**src/rtl/msdap_pkg.sv**
```systemverilog
`default_nettype none
// +--------------------------------------------------------------------+
// | msdap_pkg : shared constants and state encoding for the MSDAP      |
// |             convolution sequencer.                  Rev 1.0        |
// +--------------------------------------------------------------------+
package msdap_pkg;
  localparam int NUM_GROUPS     = 16;
  localparam int GRP_W          = 4;
  localparam int COEFF_AW       = 9;
  localparam int DATA_AW        = 9;
  localparam int K_W            = 8;
  localparam int WORD_W         = 16;
  localparam int COEFF_SIGN_BIT = 8;
  localparam int COEFF_K_MSB    = 7;
  localparam logic [DATA_AW-1:0] HIST_MAX = 9'd511;

  typedef enum logic [2:0] {
    S_IDLE    = 3'd0,
    S_RJ_RD   = 3'd1,
    S_RJ_WAIT = 3'd2,
    S_TERM    = 3'd3,
    S_DRAIN   = 3'd4,
    S_SHIFT   = 3'd5,
    S_DONE    = 3'd6
  } state_e;

  function automatic logic [DATA_AW-1:0] hist_inc(input logic [DATA_AW-1:0] h);
    return (h == HIST_MAX) ? h : h + 1'b1;
  endfunction
endpackage
`default_nettype wire

```
**src/rtl/msdap_conv_sequencer_if.sv**
```systemverilog
`default_nettype none
// +--------------------------------------------------------------------+
// | msdap_conv_sequencer_if : control, memory-read and accumulator     |
// |                           strobe bundle of the sequencer. Rev 1.0  |
// +--------------------------------------------------------------------+
interface msdap_conv_sequencer_if;
  logic                             start;
  logic                             clear;
  logic [msdap_pkg::DATA_AW-1:0]    x_ptr;
  logic [msdap_pkg::GRP_W-1:0]      rj_addr;
  logic [msdap_pkg::WORD_W-1:0]     rj_data;
  logic [msdap_pkg::COEFF_AW-1:0]   coeff_addr;
  logic [msdap_pkg::WORD_W-1:0]     coeff_data;
  logic [msdap_pkg::DATA_AW-1:0]    data_addr;
  logic                             acc_clr;
  logic                             acc_en;
  logic                             acc_sub;
  logic                             acc_shift;
  logic                             busy;
  logic                             done;
  logic                             overrun;

  modport slave (
    input  start, clear, x_ptr, rj_data, coeff_data,
    output rj_addr, coeff_addr, data_addr, acc_clr, acc_en, acc_sub,
           acc_shift, busy, done, overrun
  );

  modport master (
    output start, clear, x_ptr, rj_data, coeff_data,
    input  rj_addr, coeff_addr, data_addr, acc_clr, acc_en, acc_sub,
           acc_shift, busy, done, overrun
  );
endinterface
`default_nettype wire

```
**src/rtl/msdap_term_pipe.sv**
```systemverilog
`default_nettype none
// +--------------------------------------------------------------------+
// | msdap_term_pipe : coefficient -> data address / enable / sign      |
// |                   two-stage term pipeline.          Rev 1.0        |
// +--------------------------------------------------------------------+
module msdap_term_pipe
  import msdap_pkg::*;
(
  input  logic                clk_i,
  input  logic                rst_i,
  input  logic                flush_i,
  input  logic                issue_i,
  input  logic [DATA_AW-1:0]  x_ptr_i,
  input  logic [DATA_AW-1:0]  hist_i,
  input  logic [WORD_W-1:0]   coeff_data_i,
  output logic [DATA_AW-1:0]  data_addr_o,
  output logic                acc_en_o,
  output logic                acc_sub_o
);
  logic [K_W-1:0]     k;
  logic               unused_coeff_bits;
  logic               issue_q;
  logic               s1_vld_q;
  logic               s1_en_q;
  logic               s1_sub_q;
  logic [DATA_AW-1:0] data_addr_q;
  logic               acc_en_q;
  logic               acc_sub_q;

  assign k                 = coeff_data_i[COEFF_K_MSB:0];
  assign unused_coeff_bits = ^coeff_data_i[WORD_W-1:COEFF_SIGN_BIT+1];

  // Samples older than the first one since reset/clear read as zero: never enabled.
  always_ff @(posedge clk_i) begin
    if (rst_i || flush_i) begin
      issue_q     <= 1'b0;
      s1_vld_q    <= 1'b0;
      s1_en_q     <= 1'b0;
      s1_sub_q    <= 1'b0;
      data_addr_q <= '0;
      acc_en_q    <= 1'b0;
      acc_sub_q   <= 1'b0;
    end else begin
      issue_q  <= issue_i;
      s1_vld_q <= issue_q;
      if (issue_q) begin
        data_addr_q <= x_ptr_i - DATA_AW'(k);
        s1_en_q     <= (DATA_AW'(k) <= hist_i);
        s1_sub_q    <= coeff_data_i[COEFF_SIGN_BIT];
      end
      acc_en_q  <= s1_vld_q & s1_en_q;
      acc_sub_q <= s1_vld_q & s1_en_q & s1_sub_q;
    end
  end

  assign data_addr_o = data_addr_q;
  assign acc_en_o    = acc_en_q;
  assign acc_sub_o   = acc_sub_q;
endmodule
`default_nettype wire

```
**src/rtl/msdap_conv_sequencer.sv**
```systemverilog
`default_nettype none
// +--------------------------------------------------------------------+
// | msdap_conv_sequencer : walks the Rj groups per sample and drives   |
// |                        the shift-accumulate datapath.  Rev 1.0     |
// +--------------------------------------------------------------------+
module msdap_conv_sequencer
  import msdap_pkg::*;
(
  input  logic                    sClk,
  input  logic                    reset,
  msdap_conv_sequencer_if.slave   bus
);
  localparam logic [GRP_W-1:0] LAST_GRP = GRP_W'(NUM_GROUPS - 1);

  state_e              state_q;
  logic [GRP_W-1:0]    g_q;
  logic [WORD_W-1:0]   rem_q;
  logic [COEFF_AW-1:0] coeff_ptr_q;
  logic [DATA_AW-1:0]  x_ptr_q;
  logic [DATA_AW-1:0]  hist_q;
  logic                drain_q;
  logic                acc_shift_q;
  logic                done_q;
  logic                busy_q;
  logic [DATA_AW-1:0]  w_data_addr;
  logic                w_acc_en;
  logic                w_acc_sub;
  logic                w_start_ok;

  assign w_start_ok = bus.start & ~bus.clear & ~reset;

  always_ff @(posedge sClk) begin
    if (reset || bus.clear) begin
      state_q     <= S_IDLE;
      g_q         <= '0;
      rem_q       <= '0;
      coeff_ptr_q <= '0;
      x_ptr_q     <= '0;
      hist_q      <= '0;
      drain_q     <= 1'b0;
      acc_shift_q <= 1'b0;
      done_q      <= 1'b0;
      busy_q      <= 1'b0;
    end else begin
      acc_shift_q <= 1'b0;
      done_q      <= 1'b0;
      unique case (state_q)
        S_IDLE: begin
          if (bus.start) begin
            coeff_ptr_q <= '0;
            g_q         <= '0;
            x_ptr_q     <= bus.x_ptr;
            busy_q      <= 1'b1;
            state_q     <= S_RJ_RD;
          end
        end
        S_RJ_RD:   state_q <= S_RJ_WAIT;
        S_RJ_WAIT: begin
          rem_q   <= bus.rj_data;
          drain_q <= 1'b0;
          state_q <= (bus.rj_data == '0) ? S_DRAIN : S_TERM;
        end
        S_TERM: begin
          coeff_ptr_q <= coeff_ptr_q + 1'b1;
          rem_q       <= rem_q - 1'b1;
          if (rem_q == WORD_W'(1)) state_q <= S_DRAIN;
        end
        // Two drain cycles let the last term's acc_en land before the shift strobe.
        S_DRAIN: begin
          drain_q <= ~drain_q;
          if (drain_q) state_q <= S_SHIFT;
        end
        S_SHIFT: begin
          acc_shift_q <= 1'b1;
          g_q         <= g_q + 1'b1;
          state_q     <= (g_q == LAST_GRP) ? S_DONE : S_RJ_RD;
        end
        S_DONE: begin
          done_q  <= 1'b1;
          busy_q  <= 1'b0;
          hist_q  <= hist_inc(hist_q);
          state_q <= S_IDLE;
        end
        default: state_q <= S_IDLE;
      endcase
    end
  end

  msdap_term_pipe u_term_pipe (
    .clk_i        (sClk),
    .rst_i        (reset),
    .flush_i      (bus.clear),
    .issue_i      (state_q == S_TERM),
    .x_ptr_i      (x_ptr_q),
    .hist_i       (hist_q),
    .coeff_data_i (bus.coeff_data),
    .data_addr_o  (w_data_addr),
    .acc_en_o     (w_acc_en),
    .acc_sub_o    (w_acc_sub)
  );

  assign bus.rj_addr    = g_q;
  assign bus.coeff_addr = coeff_ptr_q;
  assign bus.data_addr  = w_data_addr;
  assign bus.acc_en     = w_acc_en;
  assign bus.acc_sub    = w_acc_sub;
  assign bus.acc_shift  = acc_shift_q;
  assign bus.busy       = busy_q;
  assign bus.done       = done_q;
  assign bus.acc_clr    = w_start_ok & (state_q == S_IDLE);
  assign bus.overrun    = w_start_ok & (state_q != S_IDLE);
endmodule
`default_nettype wire

```
**src/flat_wrapper.sv**
```systemverilog
// flat-port wrapper written by rule: the top's interface ports become plain ports
module msdap_conv_sequencer_flat import msdap_pkg::*;
  (sClk, reset, bus_start, bus_clear, bus_x_ptr, bus_rj_data, bus_coeff_data, bus_rj_addr, bus_coeff_addr, bus_data_addr, bus_acc_clr, bus_acc_en, bus_acc_sub, bus_acc_shift, bus_busy, bus_done, bus_overrun);
  msdap_conv_sequencer_if bus_i ();
  input  logic sClk;
  input  logic reset;
  input wire logic [$bits(bus_i.start)-1:0] bus_start;
  input wire logic [$bits(bus_i.clear)-1:0] bus_clear;
  input wire logic [$bits(bus_i.x_ptr)-1:0] bus_x_ptr;
  input wire logic [$bits(bus_i.rj_data)-1:0] bus_rj_data;
  input wire logic [$bits(bus_i.coeff_data)-1:0] bus_coeff_data;
  output wire logic [$bits(bus_i.rj_addr)-1:0] bus_rj_addr;
  output wire logic [$bits(bus_i.coeff_addr)-1:0] bus_coeff_addr;
  output wire logic [$bits(bus_i.data_addr)-1:0] bus_data_addr;
  output wire logic [$bits(bus_i.acc_clr)-1:0] bus_acc_clr;
  output wire logic [$bits(bus_i.acc_en)-1:0] bus_acc_en;
  output wire logic [$bits(bus_i.acc_sub)-1:0] bus_acc_sub;
  output wire logic [$bits(bus_i.acc_shift)-1:0] bus_acc_shift;
  output wire logic [$bits(bus_i.busy)-1:0] bus_busy;
  output wire logic [$bits(bus_i.done)-1:0] bus_done;
  output wire logic [$bits(bus_i.overrun)-1:0] bus_overrun;
  assign bus_i.start = bus_start;
  assign bus_i.clear = bus_clear;
  assign bus_i.x_ptr = bus_x_ptr;
  assign bus_i.rj_data = bus_rj_data;
  assign bus_i.coeff_data = bus_coeff_data;
  assign bus_rj_addr = bus_i.rj_addr;
  assign bus_coeff_addr = bus_i.coeff_addr;
  assign bus_data_addr = bus_i.data_addr;
  assign bus_acc_clr = bus_i.acc_clr;
  assign bus_acc_en = bus_i.acc_en;
  assign bus_acc_sub = bus_i.acc_sub;
  assign bus_acc_shift = bus_i.acc_shift;
  assign bus_busy = bus_i.busy;
  assign bus_done = bus_i.done;
  assign bus_overrun = bus_i.overrun;
  msdap_conv_sequencer u_core (.sClk(sClk), .reset(reset), .bus(bus_i));
endmodule
```
**config.mk**
```make
export PLATFORM = sky130hd
export DESIGN_NAME = msdap_conv_sequencer_flat
export DESIGN_NICKNAME = d
export VERILOG_FILES = /design/src/rtl/msdap_pkg.sv /design/src/rtl/msdap_conv_sequencer_if.sv /design/src/rtl/msdap_term_pipe.sv /design/src/rtl/msdap_conv_sequencer.sv /design/src/flat_wrapper.sv
export SDC_FILE = /design/constraint.sdc
export NUM_CORES = 1
export LEC_CHECK = 0
export ABC_CLOCK_PERIOD_IN_PS = 4600
export CAP_MARGIN = 30
export CORE_MARGIN = 3
export CORE_UTILIZATION = 40
export DETAILED_ROUTE_END_ITERATION = 10
export SLEW_MARGIN = 10
export SYNTH_ARGS = -nofsm -noshare
export SYNTH_HDL_FRONTEND = slang
export SYNTH_HIERARCHICAL = 1
export SYNTH_SLANG_ARGS = --single-unit
```
**constraint.sdc**
```tcl
create_clock -name sClk -period 4.6 [get_ports sClk]
set_input_delay 0.69 -clock sClk [delete_from_list [all_inputs] [get_ports sClk]]
set_output_delay 0.69 -clock sClk [all_outputs]
set_load 0.03 [all_outputs]
```
==> results.cfg, run 1 <==
[worst_setup_path]
cp_common_cell = buf_4
critPathMaxFanout = 32
critPathKind = flop to output pin
critPathLaunchType = flop
worst-r2r-setup-slack_ns = 2.52
crit_required_ns = 3.91
reg2reg_to = u_core/u_term_pipe/data_addr_o[6]
critPathBufInv = 4
worst_setup_path_end_kind = output pin
cp_num_cells = 6
critical_path.slowest_cell = clkdlybuf4s50_1
cp_cell_sequence = buf_4 > inv_1 > nand3_1 > buf_4 > nor2_1 > clkdlybuf4s50_1
cp_top_family = buffers and inverters
worstRegToRegCells = 8
reg2reg_from = u_core/x_ptr_q[0]
arrival_ns = 2.72
cpPeakStageDelay_ns = 0.70

[die]
die-area_um2 = 11000
ios = 74
die_h_um = 105
start_util = 0.419
core_area_um2 = 9370
row_count = 35
die_w_um = 105

[clocking]
path_clk_slew_ns = 0.08
cts_buffer_depth = 2
cts_resized = 0
tritoncts = yes
cts.hold.buffers_added = 0
root_buffer = clkbuf_8
cts_setup_buffers = 0
clkSinkCount = 69
insertion_delay_ns = 0.34
numCtsBuffers = 9
htree_levels = 3

[grt]
grt_pass1_vias = 3413
grt_max_degree = 49
grt.overflow.total = 0
gr-usage-all-layers = 0.181
grt_antenna_before_repair = 0
grt_pass1_wl_um = 16500

[routing]
post_drt_wl_per_cell_um = 15.3
drt-total-wl_um = 10100
drcViolationCount = 0
drt_iter0_drc = 212
drt-pass1-iter-count = 4
vias = 3604
vias_per_cell = 5.49
drtAntennaViolNets = 0

[power]
clockPowerShare = 0.406
intPower_mw = 0.930
peakVddDrop_v = 0.000113
p_sw_mw = 0.351
p_leak_nw = 1.79
combPwrFrac = 0.119
power_density_nw_per_um2 = 265
p_sw_frac = 0.274
pwr-share-seq = 0.475

[logic_synthesis]
ys.flop_type = dfxtp_1
synth-edff-count = 0
synth.area.mux_share = 0.0210
synthArstFlopShare = 0
synthesis.nets = 533
synth_cell_types = 72
synth-xor-area-share = 0.0290
synthCells = 465
ys_seq_elements = 69
postSynthAreaPerCell_um2 = 8.44
synth_top_family_by_area = simple AND/OR/NAND/NOR gates
yosys.area_share.simple = 0.272
syn-cell-area_um2 = 3930
synth_compound_area_frac = 0.186
ys_warn_count = 6
yosysSeqAreaShare = 0.352
synthAdderAreaFrac = 0.0752

[final_layout]
nNetsFinal = 591
diodes = 0
syn2layout_area_growth_pct = 23.1
drive_above_1_share = 0.0682
final_area_um2 = 4830
utilization = 0.516
final_cell_mix = 69 x dfxtp_1, 66 x clkdlybuf4s50_1, 48 x nor2_1, 47 x a21oi_1, 37 x nand2_1
final_common_cell = dfxtp_1
n_fill_cell = 962

[sta]
finClkSkew_ns = 0.00826
setup_tns_ns = 0
worstMarginPinSlew_ns = 0.792
final-max-slew-violation-count = 0
rsz0062_at_grt = false
max_freq_ghz = 0.294
hold_viol_final = 0
max_slew_margin = 0.470
layout_min_cycle_time_ns = 3.41
fin_crit_sh = 0.741
setup_viol = 0
timing.final.ws_setup_ns = 1.19

[outcome]
outcome = completed

[min_path]
hold_path_end = u_core/x_ptr_q[0]
min_path_cells = 2
min_from = u_core/x_ptr_q[0]
hold_class = flop to flop

[run]
maxCapViolations = 0

[placement]
port_buffers = 66
pre_cts_ws_ns = 1.50
placed_area_um2 = 4630
hpwl_um = 7090
place_congestion = 0.852
-- how the worst max path moves through the flow --
stage | start | endpoint | slack, ns
finish | u_core/state_q[0] | bus_acc_clr | 1.19
global route | u_core/state_q[0] | bus_acc_clr | 1.10
CTS | u_core/state_q[0] | bus_acc_clr | 1.20
detailed placement | bus_clear | bus_overrun | 1.50
global placement | bus_clear | bus_overrun | 1.50
floorplan | bus_clear | bus_acc_clr | 2.10
-- Yosys cell counts (2+ instances only) --
cell type | instances | area, µm²
dfxtp_1 | 69 | 1380
nor2_1 | 48 | 180
a21oi_1 | 47 | 235
nand2_1 | 37 | 139
ha_1 | 22 | 275
inv_1 | 22 | 82.6
o21ai_0 | 18 | 90.1
nand4_1 | 16 | 100
nand3_1 | 12 | 60.1
nand3b_1 | 10 | 75.1
nor4_1 | 10 | 62.6
xor2_1 | 9 | 78.8
clkbuf_1 | 8 | 30.0
or3_1 | 8 | 50.1
a31oi_1 | 7 | 43.8
mux2i_1 | 6 | 60.1
o211ai_1 | 6 | 45.0
o31ai_1 | 6 | 45.0
and3_1 | 5 | 31.3
buf_2 | 5 | 25.0
nand2b_1 | 5 | 31.3
nor3_1 | 5 | 25.0
a21o_1 | 4 | 30.0
a22oi_1 | 4 | 30.0
and2_1 | 4 | 25.0
buf_4 | 4 | 30.0
o2bb2ai_1 | 4 | 35.0
xnor2_1 | 4 | 35.0
a211oi_1 | 3 | 22.5
buf_6 | 3 | 33.8
clkbuf_8 | 3 | 41.3
nor3b_1 | 3 | 22.5
nor4bb_1 | 3 | 30.0
a41oi_1 | 2 | 17.5
buf_1 | 2 | 7.51
nor2b_1 | 2 | 12.5
nor4_4 | 2 | 42.5
or2_0 | 2 | 12.5
or4_1 | 2 | 15.0
-- kinds of logic after synthesis --
group / count (synthesis)
AOI/OAI and AO/OA: 116
DFF: 69
buffers and inverters: 48
muxes: 8
adders and majority gates: 23
xor gates and xnor gates: 13
and+or+nand+nor: 188
-- power by group through the flow --
stage               sequential (mW)  clock, mW  combinational (mW)
CTS                           0.608      0.537               0.153
global route                  0.609      0.559               0.168
global placement              0.622          0               0.151
floorplan                     0.621          0              0.0893
finish                        0.608      0.520               0.153
detailed placement            0.622          0               0.152
-- cell type report --
cell class | instances | area (µm²) | share of cell area
clock buffer | 9 | 124 | 0.0256
clock inverter | 7 | 83.8 | 0.0173
inverter | 23 | 86.3 | 0.0179
multi-input combinational | 348 | 2290 | 0.474
sequential | 69 | 1380 | 0.286
tap | 129 | 161 | 0.0334
timing repair buffer | 72 | 706 | 0.146
-- metrics by stage --
step	cells	total power, mW	hold WS, ns
floorplan	465	0.711	0.429
detailed placement	641	0.774	0.454
global route	657	1.34	0.491
finish	657	1.28	0.461
global placement	641	0.773	0.443
CTS	657	1.30	0.466
-- worst reg2reg max path, stage by stage (launching register included) --
cell,delay [ns]
dfxtp_1,0.33
inv_1,0.05
ha_1,0.21
fa_1,0.40
nand2b_1,0.18
a21oi_2,0.18
a31oi_1,0.12
or4b_1,0.47
nand3_1,0.08
-- registers in the layout (all words and copies together) (netlist names) --
register                        count
u_core/rem_q                       16
u_core/u_term_pipe/s1_vld_q         1
u_core/u_term_pipe/acc_sub_o        1
u_core/bus.busy                     1
u_core/state_q                      3
u_core/u_term_pipe/data_addr_o      9
u_core/bus.coeff_addr               9
u_core/u_term_pipe/acc_en_o         1
u_core/hist_q                       9
u_core/x_ptr_q                      9
u_core/bus.rj_addr                  4
u_core/drain_q                      1
u_core/u_term_pipe/s1_sub_q         1
u_core/bus.done                     1
u_core/u_term_pipe/issue_q          1
u_core/u_term_pipe/s1_en_q          1
u_core/bus.acc_shift                1
-- layer usage --
| layer | global-route usage | wire [µm] |
|---|---|---|
| met5 | 0 | 0 |
| met4 | 0.0366 | 68 |
| met3 | 0.0432 | 501 |
| met2 | 0.313 | 4900 |
| met1 | 0.230 | 4600 |
No activity file was read; power rests on OpenSTA's default activity.
==> run 2: changes to the inputs <==
Settings changed: ABC_CLOCK_PERIOD_IN_PS 4600 to 3000, PLACE_DENSITY set to 0.66.
Clock period 4.6 ns to 3 ns, I/O delays scaled along.
==> results.cfg, run 2 (synthesis gave the netlist of run 1 again) <==
[power]
intPower_mw = 1.49
clockPowerShare = 0.415
power_density_nw_per_um2 = 410
peakVddDrop_v = 0.000220
p_sw_mw = 0.497
pwr-share-seq = 0.468
p_sw_frac = 0.249
combPwrFrac = 0.117
p_leak_nw = 1.81

[die]
die_w_um = 105
ios = 74
die_h_um = 105
start_util = 0.419
die-area_um2 = 11000
core_area_um2 = 9370
row_count = 35

[clocking]
cts_setup_buffers = 0
insertion_delay_ns = 0.35
htree_levels = 3
tritoncts = yes
clkSinkCount = 69
numCtsBuffers = 9
root_buffer = clkbuf_8
cts_buffer_depth = 2
cts_resized = 0
cts.hold.buffers_added = 0
path_clk_slew_ns = 0.08

[final_layout]
drive_above_1_share = 0.0753
final_common_cell = dfxtp_1
final_cell_mix = 69 x dfxtp_1, 65 x clkdlybuf4s50_1, 48 x nor2_1, 47 x a21oi_1, 37 x nand2_1
nNetsFinal = 594
finalNonFillerCells = 660
diodes = 0
top_register = u_core/rem_q
largest_register_ff_count = 16
syn2layout_area_growth_pct = 23.8

[worst_setup_path]
critPathKind = primary input to output pin
critPathLaunchType = primary input
crit_required_ns = 2.55
arrival_ns = 2.05
critPathMaxFanout = 4
worst_setup_path_end_kind = output pin

[grt]
grt_pass1_wl_um = 16000
grt_max_degree = 49
grt_pass1_vias = 3330
grt.overflow.total = 0
gr-usage-all-layers = 0.175
grt_antenna_before_repair = 0

[routing]
drcViolationCount = 0
drt-total-wl_um = 9620
vias_per_cell = 5.40
vias = 3564
drt_iter0_drc = 129
post_drt_wl_per_cell_um = 14.6
drtAntennaViolNets = 0
drt-pass1-iter-count = 6

[sta]
setup_viol = 0
worstMarginPinSlew_ns = 0.679
setup_tns_ns = 0
max_freq_ghz = 0.400
fin_crit_sh = 0.833
max_slew_margin = 0.547
finClkSkew_ns = 0.0108
rsz0062_at_grt = false
final-max-slew-violation-count = 0
hold_viol_final = 0
layout_min_cycle_time_ns = 2.50

[placement]
port_buffers = 66
placed_cells_incl_taps = 644
place_congestion = 0.834
hpwl_um = 6950

[min_path]
hold_class = flop to flop

[outcome]
outcome = completed

[run]
maxCapViolations = 0
==> run 2: cell types whose count changed in the layout (fill, tap and decap cells not counted) <==
| cell | delta |
|---|---|
| buf_4 | +4 |
| bufinv_16 | +1 |
| clkdlybuf4s50_1 | -1 |
| clkinv_2 | +3 |
| clkinv_4 | -3 |
| clkinvlp_4 | +1 |
| inv_6 | -1 |
| inv_8 | -1 |
==> run 2: power by group through the flow <==
stage                     clock, mW  combinational (mW)  sequential, mW
after global routing          0.883               0.259           0.932
after detailed placement          0               0.233           0.953
final                         0.826               0.234           0.931
after CTS                     0.848               0.234           0.931
after global placement            0               0.231           0.952
after floorplan                   0               0.137           0.953
==> run 2: through the flow <==
step | hold slack [ns] | utilization | area (µm²) | power [mW] | setup slack, ns
detailed placement | 0.446 | 0.496 | 4650 | 1.19 | 0.413
CTS | 0.460 | 0.519 | 4860 | 2.01 | 0.481
global route | 0.494 | 0.519 | 4860 | 2.07 | 0.367
finish | 0.460 | 0.519 | 4860 | 1.99 | 0.500
global placement | 0.437 | 0.496 | 4650 | 1.18 | 0.416
floorplan | 0.429 | - | 3930 | 1.09 | 0.973
==> run 2: worst max-delay path, cell delays in order <==
cell and delay, ns:
clkdlybuf4s50_1 0.44, or2_1 0.27, nor2_1 0.18, clkdlybuf4s50_1 0.70
==> run 2: final cells by class <==
| type | instances | area, µm² |
|---|---|---|
| timing repair buffer | 75 | 726 |
| multi-input combinational | 348 | 2290 |
| sequential | 69 | 1380 |
| clock inverter | 7 | 90.1 |
| inverter | 23 | 86.3 |
| clock buffer | 9 | 124 |
| tap | 129 | 161 |
| fill | 926 | 4510 |
==> run 2: final timing paths <==
kind / startpoint / endpoint / slack (ns) / depth (start not counted)
setup / recovery: bus_clear / bus_acc_clr / 0.50 / 4
hold / removal: u_core/u_term_pipe/s1_sub_q / u_core/u_term_pipe/acc_sub_o / 0.46 / 1
setup reg to reg: u_core/hist_q[0] / u_core/hist_q[3] / 0.93 / 9
hold reg to reg: u_core/u_term_pipe/s1_sub_q / u_core/u_term_pipe/acc_sub_o / 0.46 / 1
==> run 2: metal layers <==
layer,GRT usage,up-vias,wire (µm)
li1,-,1816,-
met1,0.218,1664,4410
met2,0.301,76,4650
met3,0.0488,8,466
met4,0.0384,0,93
met5,0,-,0
==> run 3: changes to the inputs <==
Settings changed: ABC_CLOCK_PERIOD_IN_PS 3000 to 2200.
Clock period 3 ns to 2.2 ns, I/O delays scaled along.
==> results.cfg, run 3 (synthesis gave the netlist of run 1 again) <==
[outcome]
outcome = completed

[sta]
fin_crit_sh = 0.916
final-max-slew-violation-count = 0
finClkSkew_ns = 0.0117
hold_viol_final = 0
worstMarginPinSlew_ns = 0.549
setup_viol = 0
layout_min_cycle_time_ns = 2.02
max_slew_margin = 0.633
setup_tns_ns = 0
max_freq_ghz = 0.496
rsz0062_at_grt = false

[final_layout]
drive_above_1_share = 0.105
final_cell_mix = 68 x dfxtp_1, 64 x clkdlybuf4s50_1, 48 x nor2_1, 47 x a21oi_1, 37 x nand2_1
finalNonFillerCells = 674
final_area_um2 = 4960
largest_register_ff_count = 16
syn2layout_area_growth_pct = 26.4
nNetsFinal = 608
n_fill_cell = 912
top_register = u_core/rem_q
diodes = 0
seq_area_um2 = 1380
multi_input_area_um2 = 2290
final_common_cell = dfxtp_1

[grt]
grt_pass1_vias = 3667
grt_pass1_wl_um = 17000
grt_antenna_before_repair = 0
gr-usage-all-layers = 0.185
grt.overflow.total = 0
grt_max_degree = 26

[die]
ios = 74
die_h_um = 105
row_count = 35
die_w_um = 105
die-area_um2 = 11000
start_util = 0.419
core_area_um2 = 9370

[routing]
drtAntennaViolNets = 0
vias_per_cell = 5.50
post_drt_wl_per_cell_um = 15.0
vias = 3707
drt-total-wl_um = 10100
drt_iter0_drc = 142
drcViolationCount = 0
drt-pass1-iter-count = 4

[power]
combPwrFrac = 0.129
peakVddDrop_v = 0.000353
p_sw_mw = 0.707
p_leak_nw = 1.87
clockPowerShare = 0.392
power_density_nw_per_um2 = 535
pwr-share-seq = 0.479
p_sw_frac = 0.266
intPower_mw = 1.95

[clocking]
tritoncts = yes
root_buffer = clkbuf_8
htree_levels = 3
numCtsBuffers = 9
path_clk_slew_ns = 0.09
insertion_delay_ns = 0.35
cts_buffer_depth = 2
cts.hold.buffers_added = 0
clkSinkCount = 69
cts_setup_buffers = 0

[worst_setup_path]
critPathKind = primary input to flop
crit_required_ns = 2.50
worst_setup_path_end_kind = flop
critPathLaunchType = primary input
critPathMaxFanout = 2
arrival_ns = 2.31

[placement]
hpwl_um = 7450
placed_area_um2 = 4760
placed_cells_incl_taps = 658
place_congestion = 0.867
port_buffers = 66

[min_path]
hold_class = flop to flop

[run]
maxCapViolations = 0
[run 3: critical path: stages]
cell and delay [ns]:
clkdlybuf4s50_1 0.43, ha_1 0.21, fa_1 0.40, nand2b_1 0.17, a21oi_2 0.13, a31oi_1 0.10
or4b_1 0.46, nand3_1 0.07
[run 3: cell type report]
type,count,area share
repair buffers,89,0.169
clock buffers,9,0.0249
flip-flops and latches,69,0.278
multi-input cells,348,0.461
inverters,23,0.0181
clock inverters,7,0.0151
well taps,129,0.0325
[run 3: through the flow]
step	hold WS (ns)	setup slack (ns)	total power, mW	util
2_1_floorplan	0.429	0.261	1.49	-
3_3_place_gp	0.440	-0.174	1.64	0.508
3_5_place_dp	0.448	-0.202	1.64	0.508
4_1_cts	0.468	0.130	2.69	0.529
5_1_grt	0.489	0.0705	2.78	0.530
6_report	0.463	0.185	2.66	0.530
[run 3: final timing paths]
kind / from / to / slack (ns) / cells past startpoint
worst max-delay path: bus_coeff_data[0] / u_core/u_term_pipe/data_addr_o[6] / 0.18 / 8
worst min-delay path: u_core/x_ptr_q[0] / u_core/x_ptr_q[0] / 0.46 / 2
worst max register to register: u_core/x_ptr_q[0] / u_core/u_term_pipe/data_addr_o[6] / 0.24 / 8
worst min register to register: u_core/x_ptr_q[0] / u_core/x_ptr_q[0] / 0.46 / 2
[run 3: what timing repair did]
action | in CTS | in global routing
resized for setup | 0 | 2
endpoints found under the hold margin | 0 | 0
endpoints found under the setup margin | 0 | 1
[run 3: power by group through the flow]
stage               Clock [mW]  Combinational, mW  Sequential (mW)
floorplan                    0              0.187             1.30
global placement             0              0.333             1.30
detailed placement           0              0.337             1.30
CTS                       1.07              0.340             1.27
global route              1.13              0.375             1.28
finish                    1.04              0.342             1.27
[run 3: routing by layer]
layer	GRT usage	up-vias	wire length, µm
met1	0.225	1741	4400
met3	0.0519	12	590
met4	0.0590	0	126
met2	0.316	112	4980
met5	0	-	0
li1	-	1842	-
==> edit 1: new RTL, flow settings as in run 3 <==
Register the output `bus.overrun`, without a reset; this adds one clock of latency there.
--- a/src/rtl/msdap_conv_sequencer.sv
+++ b/src/rtl/msdap_conv_sequencer.sv
@@ -108,7 +108,9 @@
   assign bus.busy       = busy_q;
   assign bus.done       = done_q;
   assign bus.acc_clr    = w_start_ok & (state_q == S_IDLE);
-  assign bus.overrun    = w_start_ok & (state_q != S_IDLE);
+  always_ff @(posedge sClk) begin
+    bus.overrun <= w_start_ok & (state_q != S_IDLE);
+  end
 endmodule
 `default_nettype wire
 
Check against the original RTL: not equivalent (Yosys sat finds a counterexample within 4 cycles, from zero or initial values).
==> edit 1 against run 3 <==
Global-route usage shrank 0.37 points; first-iteration DRC count is 41% higher; sequential cell count increased by 1; wire length down 1.4%; worst setup slack worse by 0.071 ns; total power rose by 1.0%; critical endpoint unchanged; cell area rose by 0.40%; fmax decreased by 3.4%; synthesized area is 0.51% higher; synthesized cell count is 0.22% higher.
==> edit 1: results <==
export IMPL_status="complete, no violations"
export IMPL_viasPerCell=5.448
export IMPL_fin_skew_ns=0.008968
export IMPL_p_leak_uw=0.001891
export IMPL_synth_area_top_cells="dfxtp_1, ha_1, a21oi_1"
export IMPL_grt_max_degree=24
export IMPL_drtPass1Iterations=5
export IMPL_wl_per_cell_um=14.73
export IMPL_synth_fp_nets=534
export IMPL_multi_input_area_mm2=0.002293
export IMPL_post_dp_cell_area_mm2=0.004778
export IMPL_gp_congestion=0.8789
export IMPL_drt_iter0_drc=200
export IMPL_nFillCells=902
export IMPL_fp_dieW_um=105.3
export IMPL_dp_hpwl_um=7415
export IMPL_whs_path_depth=1
export IMPL_arrival_ns=2.38
export IMPL_grt_pass1_vias=3418
export IMPL_final_nets=610
export IMPL_grt_pass1_wl_um=16620
export IMPL_dr_total_vias=3683
export IMPL_synth_commonest_cells="dfxtp_1, nor2_1, a21oi_1"
export IMPL_seq_cells=70
export IMPL_buffers=90
export IMPL_place_inst=660
export IMPL_vdd_drop_max_uv=367.7
export IMPL_regArea_mm2=0.001401
export IMPL_ys_seq_area_frac=0.3551
export IMPL_num_clock_buffers=12
export IMPL_buf_share=0.1682
export IMPL_design_area_mm2=0.004985
-- edit 1: layer usage --
layer / global-route usage / vias up / part of all wire
met5: 0 / - / 0
met4: 0.06654 / 0 / 0.014
met3: 0.03491 / 11 / 0.056
met2: 0.2928 / 112 / 0.47
met1: 0.2406 / 1706 / 0.46
li1: - / 1854 / -
-- edit 1: cell families (layout without fill, tap and decap cells) --
| logic type | after synthesis | in the layout | share of synthesized area |
|---|---|---|---|
| simple gates | 188 | 188 | 0.2711 |
| compound gates | 116 | 116 | 0.1848 |
| flops | 70 | 70 | 0.3551 |
| buf+inv | 48 | 129 | 0.06436 |
| fa+ha+maj | 23 | 23 | 0.07482 |
| xor+xnor | 13 | 13 | 0.02885 |
| mux | 8 | 8 | 0.02093 |
-- edit 1: path summary, 6_finish.rpt --
check | startpoint | to | slack [ns]
max | bus_coeff_data[0] | u_core/u_term_pipe/data_addr_o[6]$_SDFFE_PP0P_ | 0.11
max reg2reg | u_core/x_ptr_q[0]$_SDFFE_PP0P_ | u_core/u_term_pipe/data_addr_o[6]$_SDFFE_PP0P_ | 0.13
min reg2reg | u_core/u_term_pipe/s1_sub_q$_SDFFE_PP0P_ | u_core/u_term_pipe/acc_sub_o$_SDFF_PP0_ | 0.46
min | u_core/u_term_pipe/s1_sub_q$_SDFFE_PP0P_ | u_core/u_term_pipe/acc_sub_o$_SDFF_PP0_ | 0.46
-- edit 1: power by group --
part	total, uW	internal, uW	switching, uW
Combinational	346	166	180
Clock	1050	580	469
Sequential	1290	1280	11.7
-- edit 1: worst max-delay path, delay by kind of cell --
family / cells / cell delay [ns]
adder cells (fa/ha/maj): 2 / 0.58
buffers and inverters: 1 / 0.43
AND/OR/NAND/NOR: 3 / 0.73
AO/OA/AOI/OAI: 2 / 0.29
==> edit 2: new RTL, flow settings as in run 3 <==
Without the edit above. The package constant `DATA_AW` goes from 9 to 10.
--- a/src/rtl/msdap_pkg.sv
+++ b/src/rtl/msdap_pkg.sv
@@ -7,7 +7,7 @@
   localparam int NUM_GROUPS     = 16;
   localparam int GRP_W          = 4;
   localparam int COEFF_AW       = 9;
-  localparam int DATA_AW        = 9;
+  localparam int DATA_AW        = 10;
   localparam int K_W            = 8;
   localparam int WORD_W         = 16;
   localparam int COEFF_SIGN_BIT = 8;
Ports: changed (resized bus_data_addr and bus_x_ptr); port bits go from 74 to 76. No check against the original RTL was run, so the function may have changed too.
==> edit 2 against run 3 <==
Synthesized area is 2.6% higher; sequential cell count grew 3; largest power group unchanged; largest cell class unchanged; cell area grew 6.4%; via count increased by 11%; fmax decreased by 3.7%; total power down 1.1%; combinational power increased by 13%; critical path type unchanged; wire length is 7.9% higher; core utilization grew 2.6 points; worst setup slack worse by 0.078 ns.
==> edit 2: results <==
export IMPL_status="complete, no violations"
export IMPL_synth_area_top_cells="dfxtp_1, ha_1, a21oi_1"
export IMPL_synth_compound_area_share=0.2495
export IMPL_dr_wl_met2_um=5266
export IMPL_synth_fp_nets=570
export IMPL_place_inst=717
export IMPL_holdCritStartpoint="u_core/u_term_pipe/s1_sub_q$_SDFFE_PP0P_"
export IMPL_grt_use_met3=0.05707
export IMPL_r2r_slack_ns=0.21
export IMPL_fin_cells=731
export IMPL_whs_endpoint="u_core/u_term_pipe/acc_sub_o$_SDFF_PP0_"
export IMPL_gp_congestion=0.8537
export IMPL_drt_iter0_drc=163
export IMPL_fin_skew_ns=0.008577
export IMPL_synthMuxAreaShare=0.007766
export IMPL_grt_max_degree=23
export IMPL_final_nets=667
export IMPL_crit_path_max_incr_delay_ns=0.48
export IMPL_slowest_stage="clkdlybuf4s50_1"
export IMPL_synth_xor_area_frac=0.01087
export IMPL_p_leak_uw=0.001983
export IMPL_whs_path_depth=1
export IMPL_whs_ns=0.4653
export IMPL_drtPass1Iterations=5
export IMPL_track_usage=0.1964
export IMPL_drt_met1_wl_um=4961
export IMPL_synth_distinct_cells=73
export IMPL_io_buffer_count=68
export IMPL_use_met2=0.3262
export IMPL_synth_fa_ha_area_frac=0.07021
export IMPL_grt_pass1_vias=3917
export IMPL_vdd_drop_max_uv=343.6
export IMPL_wl_met3_um=574
export IMPL_grt_pass1_wl_um=18310
export IMPL_ys_seq_area_frac=0.3579
export IMPL_dp_hpwl_um=8145
export IMPL_rr_worst_depth=9
[edit 2: critical path: cells and delay by family]
| family | cells | cell delay [ns] |
|---|---|---|
| AOI/OAI and AO/OA | 3 | 0.73 |
| adders and majority gates | 2 | 0.55 |
| buffers and inverters | 2 | 0.53 |
| and+or+nand+nor | 2 | 0.19 |
[edit 2: area by class of cell]
| type | instances | area [um2] |
|---|---|---|
| clock buffer | 11 | 141.4 |
| inverter | 25 | 93.84 |
| clock inverter | 3 | 20.02 |
| fill | 890 | 4222 |
| multi-input combinational | 378 | 2385 |
| tap | 129 | 161.4 |
| sequential | 72 | 1441 |
| timing repair buffer | 113 | 1039 |
[edit 2: where the power goes]
group,internal (uW),switching (uW),leakage [uW],total [uW]
Combinational,192,194,0.00132,386
Sequential,1310,10.6,0.000581,1330
Clock,426,491,0.0000773,917
[edit 2: logic make-up after synthesis]
family,count (synthesis)
compound gates,153
xor+xnor,5
fa+ha+maj,22
buf+inv,52
flops,72
mux,3
simple gates,195
